$ cat src/rtl/fetch_queue_unit.sv
`default_nettype none
// ============================================================================
//  Module   : fetch_queue_unit
//  Purpose  : Instruction-fetch front end. Holds the PC, a circular fetch
//             queue fed by a ready-handshaked instruction memory, and the
//             IF/ID register with stall hold and branch/jump redirect flush.
//  Options  : FETCH_PERF_EN adds fetched / ID-stall / flush counters.
//  Revision : 1.0  initial release
// ============================================================================
module fetch_queue_unit #(
   parameter int unsigned     XLEN        = 32,
   parameter int unsigned     INST_W      = 32,
   parameter logic [XLEN-1:0] RESET_PC    = '0,
   parameter int unsigned     QUEUE_DEPTH = 2
) (
   input  logic                               clk,
   input  logic                               rst,
   output logic [XLEN-1:0]                    imem_addr,
   output logic                               imem_req,
   input  logic                               imem_ready,
   input  logic [INST_W-1:0]                  imem_data,
   input  logic                               redirect_valid,
   input  logic [XLEN-1:0]                    redirect_pc,
   input  logic                               id_stall,
   output logic                               id_valid,
   output logic [XLEN-1:0]                    id_pc,
   output logic [XLEN-1:0]                    id_pc_4,
   output logic [INST_W-1:0]                  id_instruction,
   output logic [$clog2(QUEUE_DEPTH+1)-1:0]   queue_count
`ifdef FETCH_PERF_EN
   ,
   output logic [31:0]                        perf_fetched,
   output logic [31:0]                        perf_stall_cycles,
   output logic [31:0]                        perf_flushes
`endif
);

   localparam int unsigned c_PTR_W = $clog2(QUEUE_DEPTH);
   localparam int unsigned c_CNT_W = $clog2(QUEUE_DEPTH + 1);

   // Program counter and queue bookkeeping
   logic [XLEN-1:0]    r_pc;
   logic [c_CNT_W-1:0] r_count;
   logic [c_PTR_W-1:0] r_wptr;
   logic [c_PTR_W-1:0] r_rptr;

   // Queue storage: one PC and one instruction per entry
   logic [XLEN-1:0]    r_q_pc   [QUEUE_DEPTH];
   logic [INST_W-1:0]  r_q_inst [QUEUE_DEPTH];

   // IF/ID register
   logic               r_id_valid;
   logic [XLEN-1:0]    r_id_pc;
   logic [XLEN-1:0]    r_id_pc_4;
   logic [INST_W-1:0]  r_id_inst;

   logic               w_full;
   logic               w_empty;
   logic               w_req;
   logic               w_push;
   logic               w_id_load;
   logic               w_pop;
   logic [XLEN-1:0]    w_pc_plus4;
   logic [XLEN-1:0]    w_head_pc;
   logic [INST_W-1:0]  w_head_inst;
   logic [XLEN-1:0]    w_redirect_target;
   logic               w_unused;

   // Occupancy-only request: ID stall never gates fetching, so the queue
   // keeps filling behind a stalled ID stage until it is full.
   assign w_full      = (r_count == c_CNT_W'(QUEUE_DEPTH));
   assign w_empty     = (r_count == '0);
   assign w_req       = !w_full && !rst;
   assign w_push      = w_req && imem_ready;
   assign w_id_load   = !r_id_valid || !id_stall;
   assign w_pop       = w_id_load && !w_empty;
   assign w_pc_plus4  = r_pc + XLEN'(4);
   assign w_head_pc   = r_q_pc[r_rptr];
   assign w_head_inst = r_q_inst[r_rptr];

   // Redirect targets are forced word aligned; the low bits are dropped.
   assign w_redirect_target = {redirect_pc[XLEN-1:2], 2'b00};
   assign w_unused          = ^redirect_pc[1:0];

   assign imem_addr      = r_pc;
   assign imem_req       = w_req;
   assign id_valid       = r_id_valid;
   assign id_pc          = r_id_pc;
   assign id_pc_4        = r_id_pc_4;
   assign id_instruction = r_id_inst;
   assign queue_count    = r_count;

   // Queue entry write; a fetch landing in a redirect cycle is dropped
   always_ff @(posedge clk) begin
      if (w_push && !redirect_valid) begin
         r_q_pc[r_wptr]   <= r_pc;
         r_q_inst[r_wptr] <= imem_data;
      end
   end

   // PC, queue pointers/occupancy and IF/ID register: rst > redirect > normal
   always_ff @(posedge clk) begin
      if (rst) begin
         r_pc       <= RESET_PC;
         r_count    <= '0;
         r_wptr     <= '0;
         r_rptr     <= '0;
         r_id_valid <= 1'b0;
         r_id_pc    <= '0;
         r_id_pc_4  <= '0;
         r_id_inst  <= '0;
      end else if (redirect_valid) begin
         r_pc       <= w_redirect_target;
         r_count    <= '0;
         r_wptr     <= '0;
         r_rptr     <= '0;
         r_id_valid <= 1'b0;
      end else begin
         if (w_push) begin
            r_pc   <= w_pc_plus4;
            r_wptr <= r_wptr + c_PTR_W'(1);
         end
         if (w_pop) begin
            r_id_valid <= 1'b1;
            r_id_pc    <= w_head_pc;
            r_id_pc_4  <= w_head_pc + XLEN'(4);
            r_id_inst  <= w_head_inst;
            r_rptr     <= r_rptr + c_PTR_W'(1);
         end else if (w_id_load) begin
            // ID is free but nothing is queued: bubble, payload holds
            r_id_valid <= 1'b0;
         end
         case ({w_push, w_pop})
            2'b10:   r_count <= r_count + c_CNT_W'(1);
            2'b01:   r_count <= r_count - c_CNT_W'(1);
            default: r_count <= r_count;
         endcase
      end
   end

`ifdef FETCH_PERF_EN
   logic [31:0] r_perf_fetched;
   logic [31:0] r_perf_stall;
   logic [31:0] r_perf_flushes;

   // Free-running event counters, wrapping naturally at 2^32
   always_ff @(posedge clk) begin
      if (rst) begin
         r_perf_fetched <= '0;
         r_perf_stall   <= '0;
         r_perf_flushes <= '0;
      end else begin
         if (w_push && !redirect_valid) r_perf_fetched <= r_perf_fetched + 32'd1;
         if (r_id_valid && id_stall)     r_perf_stall   <= r_perf_stall + 32'd1;
         if (redirect_valid)             r_perf_flushes <= r_perf_flushes + 32'd1;
      end
   end

   assign perf_fetched      = r_perf_fetched;
   assign perf_stall_cycles = r_perf_stall;
   assign perf_flushes      = r_perf_flushes;
`endif

endmodule
`default_nettype wire
$ cat config.mk
export PLATFORM = sky130hd
export DESIGN_NAME = fetch_queue_unit
export DESIGN_NICKNAME = d
export VERILOG_FILES = /design/src/rtl/fetch_queue_unit.sv
export SDC_FILE = /design/constraint.sdc
export NUM_CORES = 1
export LEC_CHECK = 0
export CAP_MARGIN = 20
export CORE_ASPECT_RATIO = 1.1
export CORE_MARGIN = 2
export CORE_UTILIZATION = 55
export DETAILED_ROUTE_END_ITERATION = 10
export GPL_ROUTABILITY_DRIVEN = 0
export PLACE_DENSITY = 0.94
export SETUP_SLACK_MARGIN = 0.2
export SLEW_MARGIN = 20
export SYNTH_ARGS = -nofsm -noshare
export SYNTH_HDL_FRONTEND = slang
export SYNTH_SLANG_ARGS = --single-unit
$ cat constraint.sdc
create_clock -name clk -period 14.65 [get_ports clk]
set_input_delay 1.465 -clock clk [delete_from_list [all_inputs] [get_ports clk]]
set_output_delay 1.465 -clock clk [all_outputs]
set_load 0.1 [all_outputs]
# Word-level counts from Yosys, hierarchy flattened
# Memory sizes are Yosys's and may differ from the RTL's. A register that Yosys moved wholly into a read port is not among the register bits.
# Cells that the tools add are included.
word_totals:
  word_cells: 46
  in_bits: 69
  output_inout_bits: 132
  memories: 2
  ram_bits: 128
  ff_bits: 101
op_classes:
  n_reduce_logical: 17
  mux: 9
  n_addsub: 6
  eq_ne: 3
  n_bitwise: 1
mem_list:
  columns: ["memory", "words", "word_bits", "read_ports", "rd_clocked_by_memory_dff", "wr", "line_no", "source"]
  rows:
  - ["r_q_inst", 2, 32, 1, 1, 1, "49", "logic [INST_W-1:0] r_q_inst [QUEUE_DEPTH];"]
  - ["r_q_pc", 2, 32, 1, 1, 1, "48", "logic [XLEN-1:0] r_q_pc [QUEUE_DEPTH];"]
op_table:
  columns: ["operator", "count"]
  rows:
  - ["adder 32 x 3 -> 32 bit (second input constant)", 2]
  - ["two-way mux 32 bit", 2]
  - ["zero test 1 bit", 6]
  - ["two-way mux 1 bit", 6]
  - ["nonzero test 2 bit", 3]
  - ["== test 2 bit (second input constant)", 2]
  - ["logical AND 1 bit", 4]
  - ["one-hot mux 2 bit (2 select lines)", 1]
  - ["adder 1 bit (second input constant)", 2]
  - ["adder 2 x 1 -> 2 bit (second input constant)", 1]
  - ["== test 2 x 1 -> 1 bit (second input constant)", 1]
  - ["zero test 2 bit", 1]
  - ["AND reduction 2 bit", 1]
  - ["OR reduction 2 bit", 1]
  - ["subtractor 2 x 1 -> 2 bit (second input constant)", 1]
  - ["logical OR 1 bit", 1]
  - ["NOT 1 bit", 1]

# Depth between registers and ports, before layout
# Gate-level depths: netlist of run 1.
depth:
  depth_word: 7
  ltp_mapped: 13
  ltp_nobuf: 7

# Worst setup path after synthesis of run 1
# No wires, ideal clock.
synth_path:
  kind: "in2reg"
  startpoint: "input rst"
  endpoint: "memory r_q_inst[1][0], enable pin"
  stages: 3
  setup_slack_ns: 7.719
  t_arrival_ns: 6.360
  n_path_buf: 0
  required_ns: 14.079
  setup_ns: 0.571
  cell_sequence: "inv_1 nand3_1 nor3b_1"
synth_via:
  elab_chain_len: 6
synth_lines:
  columns: ["element", "line_no", "source"]
  rows:
  - ["start, declared", "17", "input logic rst,"]
  - ["zero test 1 bit", "73", "assign w_req = !w_full && !rst;"]
  - ["logical AND 1 bit", "73", null]
  - ["logical AND 1 bit", "74", "assign w_push = w_req && imem_ready;"]
  - ["logical AND 1 bit", "95", "if (w_push && !redirect_valid) begin"]
  - ["two-way mux 1 bit", "95", null]
  - ["two-way mux 1 bit (not written as such)", "97", "r_q_inst[r_wptr] <= imem_data;"]
  - ["end, declared", "49", null]
# Every way passes these cells.

# Final worst setup path of run 1
layout_path:
  startpoint: "input redirect_valid"
  endpoint: "register r_id_pc_4[8] (netlist: id_pc_4[8])"
layout_via:
  elab_chain_len: 2
layout_lines:
  columns: ["element", "line_no", "source"]
  rows:
  - ["start, declared", "22", "input logic redirect_valid,"]
  - ["NOT 1 bit (no source line)", null, null]
  - ["AND reduction 2 bit (no source line)", null, null]
  - ["end signal, assigned", "126", "r_id_pc_4 <= w_head_pc + XLEN'(4);"]
  - ["end, declared", "54", "logic [XLEN-1:0] r_id_pc_4;"]
# Every way passes these cells.
# A chain may end at the register's enable or synchronous reset.

==> results of run 1 <==
-- critical path: cells and delay by family --
family / cells / cell delay, ps
buffers and inverters: 3 / 2250
AOI/OAI and AO/OA: 1 / 360
and+or+nand+nor: 2 / 1020
-- routing by layer --
| metal | up-vias | track usage |
|---|---|---|
| met5 | - | 0 |
| met4 | 0 | 0.0906 |
| met3 | 60 | 0.0358 |
| met2 | 379 | 0.400 |
| met1 | 3810 | 0.341 |
| li1 | 3782 | - |
-- flip-flops by register name, indices dropped and copies added, names as in the netlist, named ones only --
| register | flops |
|---|---|
| r_q_inst | 64 |
| r_q_pc | 60 |
| id_instruction | 32 |
| id_pc | 30 |
| id_pc_4 | 30 |
| imem_addr | 30 |
| queue_count | 2 |
| id_valid | 1 |
| r_rptr | 1 |
| r_wptr | 1 |
-- layout make-up --
| cell class | instances | area (um2) |
|---|---|---|
| clock buffers | 39 | 718 |
| clock inverters | 7 | 51.3 |
| fillers | 1263 | 5300 |
| inverters | 12 | 45.0 |
| multi-input cells | 593 | 3800 |
| flip-flops and latches | 252 | 6290 |
| well taps | 243 | 304 |
| repair buffers | 198 | 1960 |
-- layout by cell type, fill, tap and decap left out, types with 7 or more instances in the layout --
cell / synthesis / layout
clkdlybuf4s50_1: 0 / 191
dfxtp_1: 128 / 126
edfxtp_1: 124 / 124
nor2_1: 96 / 96
a211oi_1: 74 / 74
nand2_1: 62 / 61
mux2i_1: 59 / 59
nand3_1: 40 / 40
xnor2_1: 30 / 30
clkbuf_16: 0 / 25
a21oi_1: 24 / 24
o21ai_0: 24 / 24
nor3_1: 21 / 20
nand4_1: 19 / 19
or3_1: 12 / 12
nor4_1: 12 / 12
inv_1: 11 / 11
clkbuf_1: 47 / 10
nand3b_1: 9 / 9
o22ai_1: 8 / 8
buf_4: 8 / 7
-- worst max path at each step --
stage | slack (ps) | from | end | cells past startpoint
global route | 9560 | redirect_valid | id_pc_4[8] | 6
finish | 9870 | redirect_valid | id_pc_4[8] | 6
detailed placement | 9410 | redirect_valid | id_pc_4[8] | 6
floorplan | 7720 | rst | r_q_inst[1][0] | 3
global placement | 9500 | redirect_valid | id_pc_4[8] | 6
CTS | 9950 | redirect_valid | id_pc_4[8] | 6
-- power by group through the flow --
| stage | clock network [mW] | registers [mW] | logic [mW] |
|---|---|---|---|
| 2_1_floorplan | 0 | 0.925 | 0.0727 |
| 3_3_place_gp | 0 | 0.802 | 0.263 |
| 3_5_place_dp | 0 | 0.804 | 0.268 |
| 4_1_cts | 0.610 | 0.789 | 0.269 |
| 5_1_grt | 0.636 | 0.792 | 0.280 |
| 6_report | 0.602 | 0.790 | 0.269 |
-- logic make-up (layout without fill, tap and decap cells) --
group           after synthesis  count (layout)  share of synthesized area
simple gates                304             304                      0.144
flops                       252             252                      0.604
xor+xnor                     36              36                     0.0303
fa+ha+maj                     3               3                    0.00361
mux                          65              65                     0.0632
buf+inv                      82             256                     0.0338
compound gates              179             179                      0.121
other cells                   1               6                   0.000360
==> results.cfg, run 1 <==
[status]
outcome = complete, no violations

[synth]
postSynth.asyncResetShare = 0
synth-edff-count = 124
syn_area_per_cell_um2 = 11.3
synth_common_cells = dfxtp_1, edfxtp_1, nor2_1, a211oi_1, nand2_1
ys_ff_latch = 252
syn-cell-area_mm2 = 0.0104
synth_cell_type_count = 59
yosysTopAreaCell = edfxtp_1
ys_warn_count = 0
yosysTopAreaCellShare = 0.358
synthCells = 922
yosysSeqAreaShare = 0.604
synth.top_cells.by_area = edfxtp_1, dfxtp_1, mux2i_1
ys.flop_type = dfxtp_1
yosysMostFrequentCell = dfxtp_1

[setup_path]
crit_chain = clkdlybuf4s50_1 -> inv_2 -> and2_4 -> buf_4 -> nand2_1 -> o32ai_1
rrSetupSlack_ps = 11240
worstPathArrival_ps = 5200
crit_type = primary input to register
regToRegStartpoint = queue_count[0]
r2r-end = id_pc_4[8]
slowest_delay_ps = 820
crit_path_start_kind = primary input
cp.required_ps = 15080
cp_max_fo = 99
crit_slowest_cell = buf_4
end_kind = register
r2r_cells = 5

[global_route]
grt_max_degree = 100
grt_usage = 0.247
antenna_found_initial = 0
grt_pass1_vias = 7707
grt_pass1_wl_um = 39600
grt_overflow = 0

[sta]
fin_crit_ps = 4780
worstMarginPinSlew_ps = 1080
finalSetupTns_ps = 0
report.final.setup_viol = 0
slew_violations = 0
fmax_mhz = 209
setup_ws_ps = 9870
finalCritPeriodShare = 0.326
whs_ps = 452
finalHoldViolations = 0
finClkSkew_ps = 9.71
maxSlewHeadroom = 0.281
rsz0062_at_grt = false

[clock_network]
clk_latency_ps = 530
hold_buffers = 0
ctsResizeCount = 0
path_clk_slew_ps = 60
clock-sinks = 252
cts_buffer_depth = 3
htree_levels = 1
cts_tree = yes
cts-root-buf = clkbuf_16
cts_setup_buffers = 0
cts_made_buffers = 25

[cells_and_area]
syn_to_final_growth_pct = 26.6
drive_above_1_share = 0.0572
nets = 1154
final_area_mm2 = 0.0132
post-route-util = 0.713
antenna_cells = 0
fin_cells = 1344

[placement]
io_buffer_count = 192
placed_area_mm2 = 0.0124
dp_slack_ps = 9410
dp_cells = 1298
dpl.hpwl_um = 16600

[route]
dr.pass1.iters = 5
drt-total-wl_um = 25200
top_layer_used = met4
viasPerCell = 5.98
routed-wl-met2_um = 12000
drt_drc_violations_left = 0
drt-met1-wl_um = 10600
antenna_left = 0
wl_per_cell_um = 18.8
vias = 8031
first_iter_violations = 644
wl_met3_um = 1900

[floorplan]
io_pins = 201
die_area_mm2 = 0.0200
initial_core_util = 0.563
core_mm2 = 0.0185
row_count = 52
die_x_um = 135
die_height_um = 148

[run]
cap_violations = 0

[power]
peakVddDrop_mv = 0.0890
seq_power_share = 0.476
finalPower_mw = 1.66
power.share.combinational = 0.162
p_switching_mw = 0.485
intPower_mw = 1.18
p_clk_frac = 0.363
p_leak_nw = 4.09
p_per_area_mw_per_mm2 = 126
swShare = 0.292

[worst_hold_path]
hold_depth = 2
min_path_type = register to register
min-delay-start = id_pc_4[5]
min_to = id_pc_4[5]
No activity file was read; power rests on OpenSTA's default activity.
==> run 2, diff against run 1 <==
--- a/config.mk
+++ b/config.mk
@@ -8,10 +8,10 @@
 export CAP_MARGIN = 20
 export CORE_ASPECT_RATIO = 1.1
 export CORE_MARGIN = 2
-export CORE_UTILIZATION = 55
+export CORE_UTILIZATION = 47
 export DETAILED_ROUTE_END_ITERATION = 10
 export GPL_ROUTABILITY_DRIVEN = 0
-export PLACE_DENSITY = 0.94
+export PLACE_DENSITY = 0.86
 export SETUP_SLACK_MARGIN = 0.2
 export SLEW_MARGIN = 20
 export SYNTH_ARGS = -nofsm -noshare
==> constraint.sdc (replaced) <==
create_clock -name clk -period 3.95 [get_ports clk]
set_input_delay 0.395 -clock clk [delete_from_list [all_inputs] [get_ports clk]]
set_output_delay 0.395 -clock clk [all_outputs]
set_load 0.1 [all_outputs]
==> results.cfg, run 2 (synthesis gave the netlist of run 1 again) <==
[status]
outcome = complete, no violations

[sta]
finalHoldViolations = 0
fin_crit_ps = 2990
finalSetupTns_ps = 0
slew_violations = 0
finalCritPeriodShare = 0.757
rsz0062_at_grt = false
report.final.setup_viol = 0
whs_ps = 425
finClkSkew_ps = 19.1
worstMarginPinSlew_ps = 1090
maxSlewHeadroom = 0.273
fmax_mhz = 334

[global_route]
antenna_found_initial = 0
grt_usage = 0.206
grt_pass1_vias = 7360
grt_max_degree = 63
grt_pass1_wl_um = 39300
grt_overflow = 0

[power]
swShare = 0.297
peakVddDrop_mv = 0.376
p_per_area_mw_per_mm2 = 478
finalPower_mw = 6.43
p_switching_mw = 1.91
intPower_mw = 4.52
p_clk_frac = 0.389
p_leak_nw = 4.20
seq_power_share = 0.456
power.share.combinational = 0.155

[setup_path]
rrSetupSlack_ps = 960
worstPathArrival_ps = 3440
end_kind = register
r2r-end = id_pc_4[26]
r2r_cells = 7
crit_path_start_kind = register
crit_type = register to register
cp.required_ps = 4400
endpoint = id_pc_4[26]
cp_max_fo = 35

[cells_and_area]
nets = 1163
largest_reg_flops = 64
layout.cells.most_common_list = clkdlybuf4s50_1, dfxtp_1, edfxtp_1, nor2_1, a211oi_1
antenna_cells = 0
drive_above_1_share = 0.0756
fin_cells = 1406
largest_register = r_q_inst
final_common_cell = clkdlybuf4s50_1
syn_to_final_growth_pct = 29.4
final_area_mm2 = 0.0135

[floorplan]
die_x_um = 146
die_area_mm2 = 0.0234
io_pins = 201
initial_core_util = 0.475
row_count = 57
core_mm2 = 0.0219
die_height_um = 160

[route]
dr.pass1.iters = 5
antenna_left = 0
drt_drc_violations_left = 0
first_iter_violations = 545
vias = 7941
drt-total-wl_um = 25200
wl_per_cell_um = 17.9
viasPerCell = 5.65

[clock_network]
cts_buffer_depth = 3
clock-sinks = 252
htree_levels = 1
hold_buffers = 0
path_clk_slew_ps = 70
cts-root-buf = clkbuf_16
clk_latency_ps = 530
cts_tree = yes
cts_setup_buffers = 0
cts_made_buffers = 26
ctsResizeCount = 0

[run]
cap_violations = 0

[placement]
placed_area_mm2 = 0.0126
io_buffer_count = 192
dp_cells = 1358
dpl.hpwl_um = 16900

[worst_hold_path]
min_path_type = primary input to register
[run 2: changes by cell type in the layout (fill, tap and decap cells not counted), moves of 2 or more]
| cell | change |
|---|---|
| clkbuf_1 | -10 |
| inv_6 | +7 |
| buf_4 | +6 |
| buf_12 | +3 |
| bufinv_16 | +2 |
| clkbuf_8 | -2 |
| inv_8 | +2 |
[run 2: per-layer routing]
layer,vias up,global-route usage,part of all wire
met4,0,0.0615,0.023
li1,3797,-,-
met1,3796,0.285,0.44
met5,-,0,0
met3,42,0.0297,0.063
met2,306,0.337,0.47
[run 2: how the worst min path moves through the flow]
stage                         startpoint  depth (start not counted)         endpoint
final                     redirect_pc[2]                          3     imem_addr[2]
after global routing       imem_data[26]                          1  r_q_inst[0][26]
after CTS                 redirect_pc[2]                          3     imem_addr[2]
after global placement        id_pc_4[6]                          2       id_pc_4[6]
after detailed placement      id_pc_4[4]                          2       id_pc_4[4]
after floorplan             imem_data[0]                          0   r_q_inst[0][0]
[run 2: cell type report]
cell class                      instances  area [um2]
Sequential cell                       252        6290
Inverter                               12        45.0
Timing Repair Buffer                  206        2060
Clock buffer                           28         678
Fill cell                            1708        8430
Tap cell                              295         369
Multi-Input combinational cell        593        3810
Clock inverter                         20         209
[run 2: worst max-delay path, stage by stage (launching register included)]
cell and delay, ps:
dfxtp_2 770, mux2i_1 230, inv_1 100, ha_1 290
o21a_1 320, nand4_1 470, or3_1 520, o221ai_1 190
[run 2: power by group through the flow]
| stage | logic, mW | registers (mW) | clock network [mW] |
|---|---|---|---|
| floorplan | 0.271 | 3.43 | 0 |
| global placement | 0.981 | 2.98 | 0 |
| detailed placement | 0.995 | 2.99 | 0 |
| CTS | 0.999 | 2.93 | 2.54 |
| global route | 1.04 | 2.94 | 2.65 |
| finish | 0.997 | 2.93 | 2.50 |
[run 2: through the flow]
step	worst slack, ps	util
6_report	960	0.615
5_1_grt	708	0.615
4_1_cts	1010	0.615
3_5_place_dp	1000	0.574
3_3_place_gp	1090	0.574
2_1_floorplan	245	-
